[config.mk]
export PLATFORM = sky130hd
export DESIGN_NAME = lfsr_rng_gen_flat
export DESIGN_NICKNAME = d
export VERILOG_FILES = /design/src/rtl/lfsr_rng_pkg.sv /design/src/rtl/lfsr_rng_gen_if.sv /design/src/rtl/lfsr_rng_unroll.sv /design/src/rtl/lfsr_rng_gen.sv /design/src/flat_wrapper.sv
export SDC_FILE = /design/constraint.sdc
export NUM_CORES = 1
export LEC_CHECK = 0
export BUFFER_PORTS_ARGS = -buffer_cell sky130_fd_sc_hd__buf_2
export CORE_UTILIZATION = 50
export CTS_BUF_LIST = sky130_fd_sc_hd__clkbuf_4 sky130_fd_sc_hd__clkbuf_8
export DETAILED_ROUTE_END_ITERATION = 8
export PLACE_DENSITY = 0.73
export SKIP_CTS_REPAIR_TIMING = 1
export SLEW_MARGIN = 20
export SYNTH_ARGS = -nofsm -noshare
export SYNTH_HDL_FRONTEND = slang
export SYNTH_SLANG_ARGS = --single-unit
export TNS_END_PERCENT = 100
[constraint.sdc]
create_clock -name CLK -period 2.7 [get_ports CLK]
set_clock_uncertainty 0.2 [all_clocks]
set_input_delay 0.135 -clock CLK [delete_from_list [all_inputs] [get_ports CLK]]
set_output_delay 0.135 -clock CLK [all_outputs]
set_load 0.01 [all_outputs]
[src/rtl/lfsr_rng_pkg.sv]
// lfsr_rng_pkg: shared FSM type, counter width and single-step Galois shift for the LFSR generators
package lfsr_rng_pkg;

    typedef enum logic {ST_WARMUP, ST_RUN} fsm_t;

    localparam int CNT_W = 8;
    localparam int LFSR_MAX_W = 64;

    // w selects the live state width; bits above w-1 come back cleared
    function automatic logic [LFSR_MAX_W-1:0] lfsr_rng_step(
        input logic [LFSR_MAX_W-1:0] state,
        input logic [LFSR_MAX_W-1:0] poly,
        input int                    w
    );
        return ((state << 1) ^ (state[w-1] ? poly : '0)) & ({LFSR_MAX_W{1'b1}} >> (LFSR_MAX_W - w));
    endfunction

endpackage

[src/rtl/lfsr_rng_gen_if.sv]
// lfsr_rng_gen_if: control, seed and valid/ready word port of the LFSR generator
interface lfsr_rng_gen_if #(
    parameter int WIDTH = 12,
    parameter int OUT_W = 12
);
    logic             enable;
    logic             seed_load;
    logic [WIDTH-1:0] seed_in;
    logic             rand_ready;
    logic             rand_valid;
    logic [OUT_W-1:0] rand_num;
    logic             busy;
    logic             lockup_flag;

    modport master (
        input  enable, seed_load, seed_in, rand_ready,
        output rand_valid, rand_num, busy, lockup_flag
    );

    modport slave (
        output enable, seed_load, seed_in, rand_ready,
        input  rand_valid, rand_num, busy, lockup_flag
    );
endinterface

[src/rtl/lfsr_rng_unroll.sv]
// lfsr_rng_unroll: STEPS chained Galois shifts, purely combinational
module lfsr_rng_unroll
    import lfsr_rng_pkg::*;
#(
    parameter int               WIDTH = 12,
    parameter logic [WIDTH-1:0] POLY  = 12'hA97,
    parameter int               STEPS = 1
) (
    input  logic [WIDTH-1:0] state_in,
    output logic [WIDTH-1:0] state_out
);
    logic [WIDTH-1:0] chain [STEPS+1];

    assign chain[0] = state_in;

    for (genvar i = 0; i < STEPS; i++) begin : g_step
        assign chain[i+1] = WIDTH'(lfsr_rng_step(LFSR_MAX_W'(chain[i]), LFSR_MAX_W'(POLY), WIDTH));
    end

    assign state_out = chain[STEPS];
endmodule

[src/rtl/lfsr_rng_gen.sv]
// lfsr_rng_gen: parametrised Galois-LFSR word generator with seed load, warm-up and valid/ready output
// LFSR_RNG_LOCKUP_DET_EN: recover from a zero seed or zero state by reloading SEED and raising lockup_flag
module lfsr_rng_gen
    import lfsr_rng_pkg::*;
#(
    parameter int               WIDTH  = 12,
    parameter logic [WIDTH-1:0] POLY   = 12'hA97,
    parameter logic [WIDTH-1:0] SEED   = 12'hAA7,
    parameter int               OUT_W  = 12,
    parameter int               STEPS  = 1,
    parameter int               WARMUP = 0
) (
    input logic            CLK,
    input logic            RST_N,
    lfsr_rng_gen_if.master bus
);
    logic [WIDTH-1:0] state_q;
    logic [WIDTH-1:0] state_n;
    logic [WIDTH-1:0] state_d;
    logic [WIDTH-1:0] adv;
    logic [WIDTH-1:0] seed_val;
    logic [OUT_W-1:0] out_q;
    logic [OUT_W-1:0] out_d;
    logic             valid_q;
    logic             valid_d;
    logic [CNT_W-1:0] cnt_q;
    logic [CNT_W-1:0] cnt_d;
    fsm_t             fsm_q;
    fsm_t             fsm_d;

    lfsr_rng_unroll #(
        .WIDTH (WIDTH),
        .POLY  (POLY),
        .STEPS (STEPS)
    ) u_unroll (
        .state_in  (state_q),
        .state_out (adv)
    );

    always_ff @(posedge CLK or negedge RST_N) begin
        if (!RST_N) begin
            state_q <= SEED;
            out_q   <= '0;
            valid_q <= 1'b0;
            cnt_q   <= CNT_W'(WARMUP);
            fsm_q   <= ST_WARMUP;
        end else begin
            state_q <= state_d;
            out_q   <= out_d;
            valid_q <= valid_d;
            cnt_q   <= cnt_d;
            fsm_q   <= fsm_d;
        end
    end

    // seed_load wins over everything; a word offered in the same cycle is discarded
    always_comb begin
        state_n = state_q;
        out_d   = out_q;
        valid_d = valid_q;
        cnt_d   = cnt_q;
        fsm_d   = fsm_q;
        if (bus.seed_load) begin
            state_n = seed_val;
            out_d   = '0;
            valid_d = 1'b0;
            cnt_d   = CNT_W'(WARMUP);
            fsm_d   = ST_WARMUP;
        end else if (fsm_q == ST_WARMUP) begin
            if (bus.enable) begin
                state_n = adv;
                cnt_d   = cnt_q - CNT_W'(cnt_q != '0);
                out_d   = (cnt_q == '0) ? adv[OUT_W-1:0] : out_q;
                valid_d = cnt_q == '0;
                fsm_d   = (cnt_q == '0) ? ST_RUN : ST_WARMUP;
            end
        end else if (bus.enable && (!valid_q || bus.rand_ready)) begin
            state_n = adv;
            out_d   = adv[OUT_W-1:0];
            valid_d = 1'b1;
        end else if (valid_q && bus.rand_ready) begin
            valid_d = 1'b0;
        end
    end

`ifdef LFSR_RNG_LOCKUP_DET_EN
    logic lock_q;
    logic lock_d;

    assign seed_val = (bus.seed_in == '0) ? SEED : bus.seed_in;
    assign state_d  = (!bus.seed_load && state_q == '0) ? SEED : state_n;
    assign lock_d   = bus.seed_load ? (bus.seed_in == '0) : (lock_q | (state_q == '0));

    always_ff @(posedge CLK or negedge RST_N) begin
        if (!RST_N) begin
            lock_q <= 1'b0;
        end else begin
            lock_q <= lock_d;
        end
    end

    assign bus.lockup_flag = lock_q;
`else
    assign seed_val        = bus.seed_in;
    assign state_d         = state_n;
    assign bus.lockup_flag = 1'b0;
`endif

    assign bus.rand_valid = valid_q;
    assign bus.rand_num   = out_q;
    assign bus.busy       = fsm_q == ST_WARMUP;
endmodule

[src/flat_wrapper.sv]
// flat-port wrapper written by rule: the top's interface ports become plain ports
module lfsr_rng_gen_flat import lfsr_rng_pkg::*;
#(
    parameter int               WIDTH  = 12,
    parameter logic [WIDTH-1:0] POLY   = 12'hA97,
    parameter logic [WIDTH-1:0] SEED   = 12'hAA7,
    parameter int               OUT_W  = 12,
    parameter int               STEPS  = 1,
    parameter int               WARMUP = 0
)
  (CLK, RST_N, bus_enable, bus_seed_load, bus_seed_in, bus_rand_ready, bus_rand_valid, bus_rand_num, bus_busy, bus_lockup_flag);
  lfsr_rng_gen_if #(.WIDTH(WIDTH), .OUT_W(OUT_W)) bus_i ();
  input logic CLK;
  input logic RST_N;
  input wire logic [$bits(bus_i.enable)-1:0] bus_enable;
  input wire logic [$bits(bus_i.seed_load)-1:0] bus_seed_load;
  input wire logic [$bits(bus_i.seed_in)-1:0] bus_seed_in;
  input wire logic [$bits(bus_i.rand_ready)-1:0] bus_rand_ready;
  output wire logic [$bits(bus_i.rand_valid)-1:0] bus_rand_valid;
  output wire logic [$bits(bus_i.rand_num)-1:0] bus_rand_num;
  output wire logic [$bits(bus_i.busy)-1:0] bus_busy;
  output wire logic [$bits(bus_i.lockup_flag)-1:0] bus_lockup_flag;
  assign bus_i.enable = bus_enable;
  assign bus_i.seed_load = bus_seed_load;
  assign bus_i.seed_in = bus_seed_in;
  assign bus_i.rand_ready = bus_rand_ready;
  assign bus_rand_valid = bus_i.rand_valid;
  assign bus_rand_num = bus_i.rand_num;
  assign bus_busy = bus_i.busy;
  assign bus_lockup_flag = bus_i.lockup_flag;
  lfsr_rng_gen #(.WIDTH(WIDTH), .POLY(POLY), .SEED(SEED), .OUT_W(OUT_W), .STEPS(STEPS), .WARMUP(WARMUP)) u_core (.CLK(CLK), .RST_N(RST_N), .bus(bus_i));
endmodule
==> flow_metrics.tcl <==
set metrics [dict create \
    hold_class "primary input to flip-flop" \
    power_mw 2.18 \
    die_h_um 63.0 \
    netlist_area_um2 1860 \
    die_area_um2 3970 \
    min_period_over_period_pct 84.6 \
    power_per_cell_area_nw_per_um2 996 \
    min_period_ns 2.28 \
    path_class "flip-flop to flip-flop" \
    post_drt_wl_per_cell_um 15.3 \
    synth_top_cell_by_area "dfrtp_1" \
    clk_latency_ns 0.29 \
    routed_wl_um 3950 \
    power.leakage_nw 0.990 \
    gp_congestion 0.799 \
    worstSetupStartpointType "flip-flop" \
    cp_max_fo 4 \
    cts_buffers 5 \
    comb_power_share_pct 42.3 \
    fmax_mhz 438 \
    overflow 0 \
    place_ws_ns 0.519 \
    fin_util_pct 63.6 \
    area_delta_synth_final_pct 17.7 \
    fp.dieW_um 63.0 \
    max-vdd-ir-drop_v 0.000567 \
    final.setup.worst_slack_ns 0.415 \
    grt_pass1_vias 1374 \
    netSwitchingFraction_pct 39.2 \
    hold_viol_final 0 \
    dp_hpwl_um 2590 \
    synth_edf_count 0 \
    yosys-top-cells-count "27 x dfrtp_1, 18 x o21ai_0, 14 x nand2_1, 14 x nor2_1, 9 x a21oi_1" \
    grt_start_max_net_pins 35 \
    synth.most_common_cell "dfrtp_1" \
    grt_pass1_wl_um 6440 \
    required_ns 2.71 \
    rows 21 \
    path_clk_slew_ns 0.06 \
    yosys_register_bits 34 \
    cts.sinks 34 \
    setup_viol 0 \
    cts_max_path_buffers 2 \
    diodes 0 \
    drv_cap 0 \
    dr.pass1.iters 4 \
    vias 1432 \
    clockRootBuffer "clkbuf_8" \
    worstSetupEndpointType "flip-flop" \
    initial_core_util_pct 54.0 \
    final_layout_size_suffix_gt1_share_pct 29.7 \
    worst_pin_slew_ns 0.733 \
    p_seq_share_pct 39.5 \
    yosysSeqAreaShare_pct 46.2 \
    yosysWarnings 0 \
    portBuffers 30 \
    p_sw_mw 0.855 \
    htreeDepth 2 \
    drtAntennaViolNets 0 \
    grt_usage_pct 21.1 \
    fin_nets 230 \
    synth.avg_cell_area_um2 10.7 \
    rsz0062_at_grt "false" \
    yosys-top-cells-area "dfrtp_1 36%, dfstp_2 9.9%, o21ai_0 4.8%" \
    yosys_most_used_dff "dfrtp_1" \
    slew_viol_final 0 \
    core_um2 3440 \
    cp.arrival_ns 2.29 \
    slew_headroom_pct 51.1 \
    ys_async_sr_fraction_pct 100 \
    drt_iter0_markers 96 \
    fin_tns_setup_ns 0 \
    clock_power_share_pct 18.2 \
    outcome "completed" \
    synth_top_cell_area_share_pct 36.3 \
    cts_tree "built" \
    num_io_pins 32 \
    antenna_found_initial 0 \
    p_int_mw 1.32 \
    drc_errors 0 \
    drt-vias-per-instance 5.55 \
    netlist_instances 174 \
    ys_types 37 \
    syn_nets 193 \
]
cells by family after synthesis:
kind of cell,Yosys count,share of synthesized area [%]
AOI/OAI and AO/OA,52,20.7
xor gates and xnor gates,12,5.65
adders and majority gates,2,1.35
buffers and inverters,18,6.59
DFF,34,46.2
muxes,6,3.23
other,1,0.202
and+or+nand+nor,49,16.1
power by group through the flow:
stage / clock [mW] / combinational [mW] / sequential [mW]
6_report: 0.397 / 0.922 / 0.862
2_1_floorplan: 0 / 0.697 / 0.856
3_3_place_gp: 0 / 0.866 / 0.854
4_1_cts: 0.403 / 0.910 / 0.863
5_1_grt: 0.424 / 1.03 / 0.885
3_5_place_dp: 0 / 0.900 / 0.866
cells in the final DEF, fill, tap and decap left out, types with 7 or more instances in the layout:
cell type      count
buf_2             30
dfrtp_1           27
o21ai_0           18
nand2_1           14
nor2_1            14
dlygate4sd3_1     13
a21oi_1            9
xnor2_1            8
nand3_1            7
dfstp_2            7
registers in the layout, summed over array words and instances, names as in the netlist:
register and count:
u_core.state_q 12, u_core.cnt_q 8, u_core.bus.rand_num 12, u_core.fsm_q 1
u_core.bus.rand_valid 1
through the flow:
step / hold slack (ns) / instances / instance area, um2
floorplan: -0.361 / 174 / 1860
global route: 0.0600 / 258 / 2190
global placement: 0.0300 / 237 / 1970
CTS: -0.266 / 245 / 2060
finish: 0.0355 / 258 / 2190
detailed placement: 0.0487 / 237 / 1970
layout make-up:
type | instances | area, um2
Sequential cell | 34 | 860
Inverter | 4 | 15.0
Fill cell | 280 | 1250
Multi-Input combinational cell | 122 | 877
Clock buffer | 8 | 91.3
Timing Repair Buffer | 44 | 288
Tap cell | 46 | 57.6
metal layers:
layer,wire (um),vias up,global-route usage [%]
met5,0,-,0
met4,49,0,8.72
met3,226,7,5.29
met2,1990,46,34.3
met1,1680,682,26.4
li1,-,697,-
path summary, 6_finish.rpt:
| kind | depth (start not counted) | to | slack (ns) | start |
|---|---|---|---|---|
| max | 7 | u_core.cnt_q[7]$_DFFE_PN0P_ | 0.42 | u_core.cnt_q[5]$_DFFE_PN0P_ |
| min | 3 | u_core.fsm_q$_DFF_PN0_ | 0.04 | bus_enable |
| max reg2reg | 7 | u_core.cnt_q[7]$_DFFE_PN0P_ | 0.42 | u_core.cnt_q[5]$_DFFE_PN0P_ |
| min reg2reg | 1 | u_core.bus.rand_num[3]$_DFFE_PN0P_ | 0.35 | u_core.bus.rand_num[3]$_DFFE_PN0P_ |
| max in group asynchronous | 2 | u_core.bus.rand_num[1]$_DFFE_PN0P_ | 1.59 | RST_N |
| min in group asynchronous | 2 | u_core.bus.rand_num[8]$_DFFE_PN0P_ | 0.24 | RST_N |
critical path: stages (launching register included):
cell and delay, ns:
dfrtp_1 0.46, nor4_4 0.10, nand2_1 0.15, ha_1 0.21
nor3b_1 0.28, o211ai_1 0.21, or4_1 0.44, a21oi_1 0.16
Power figures use the tool's default switching activity.
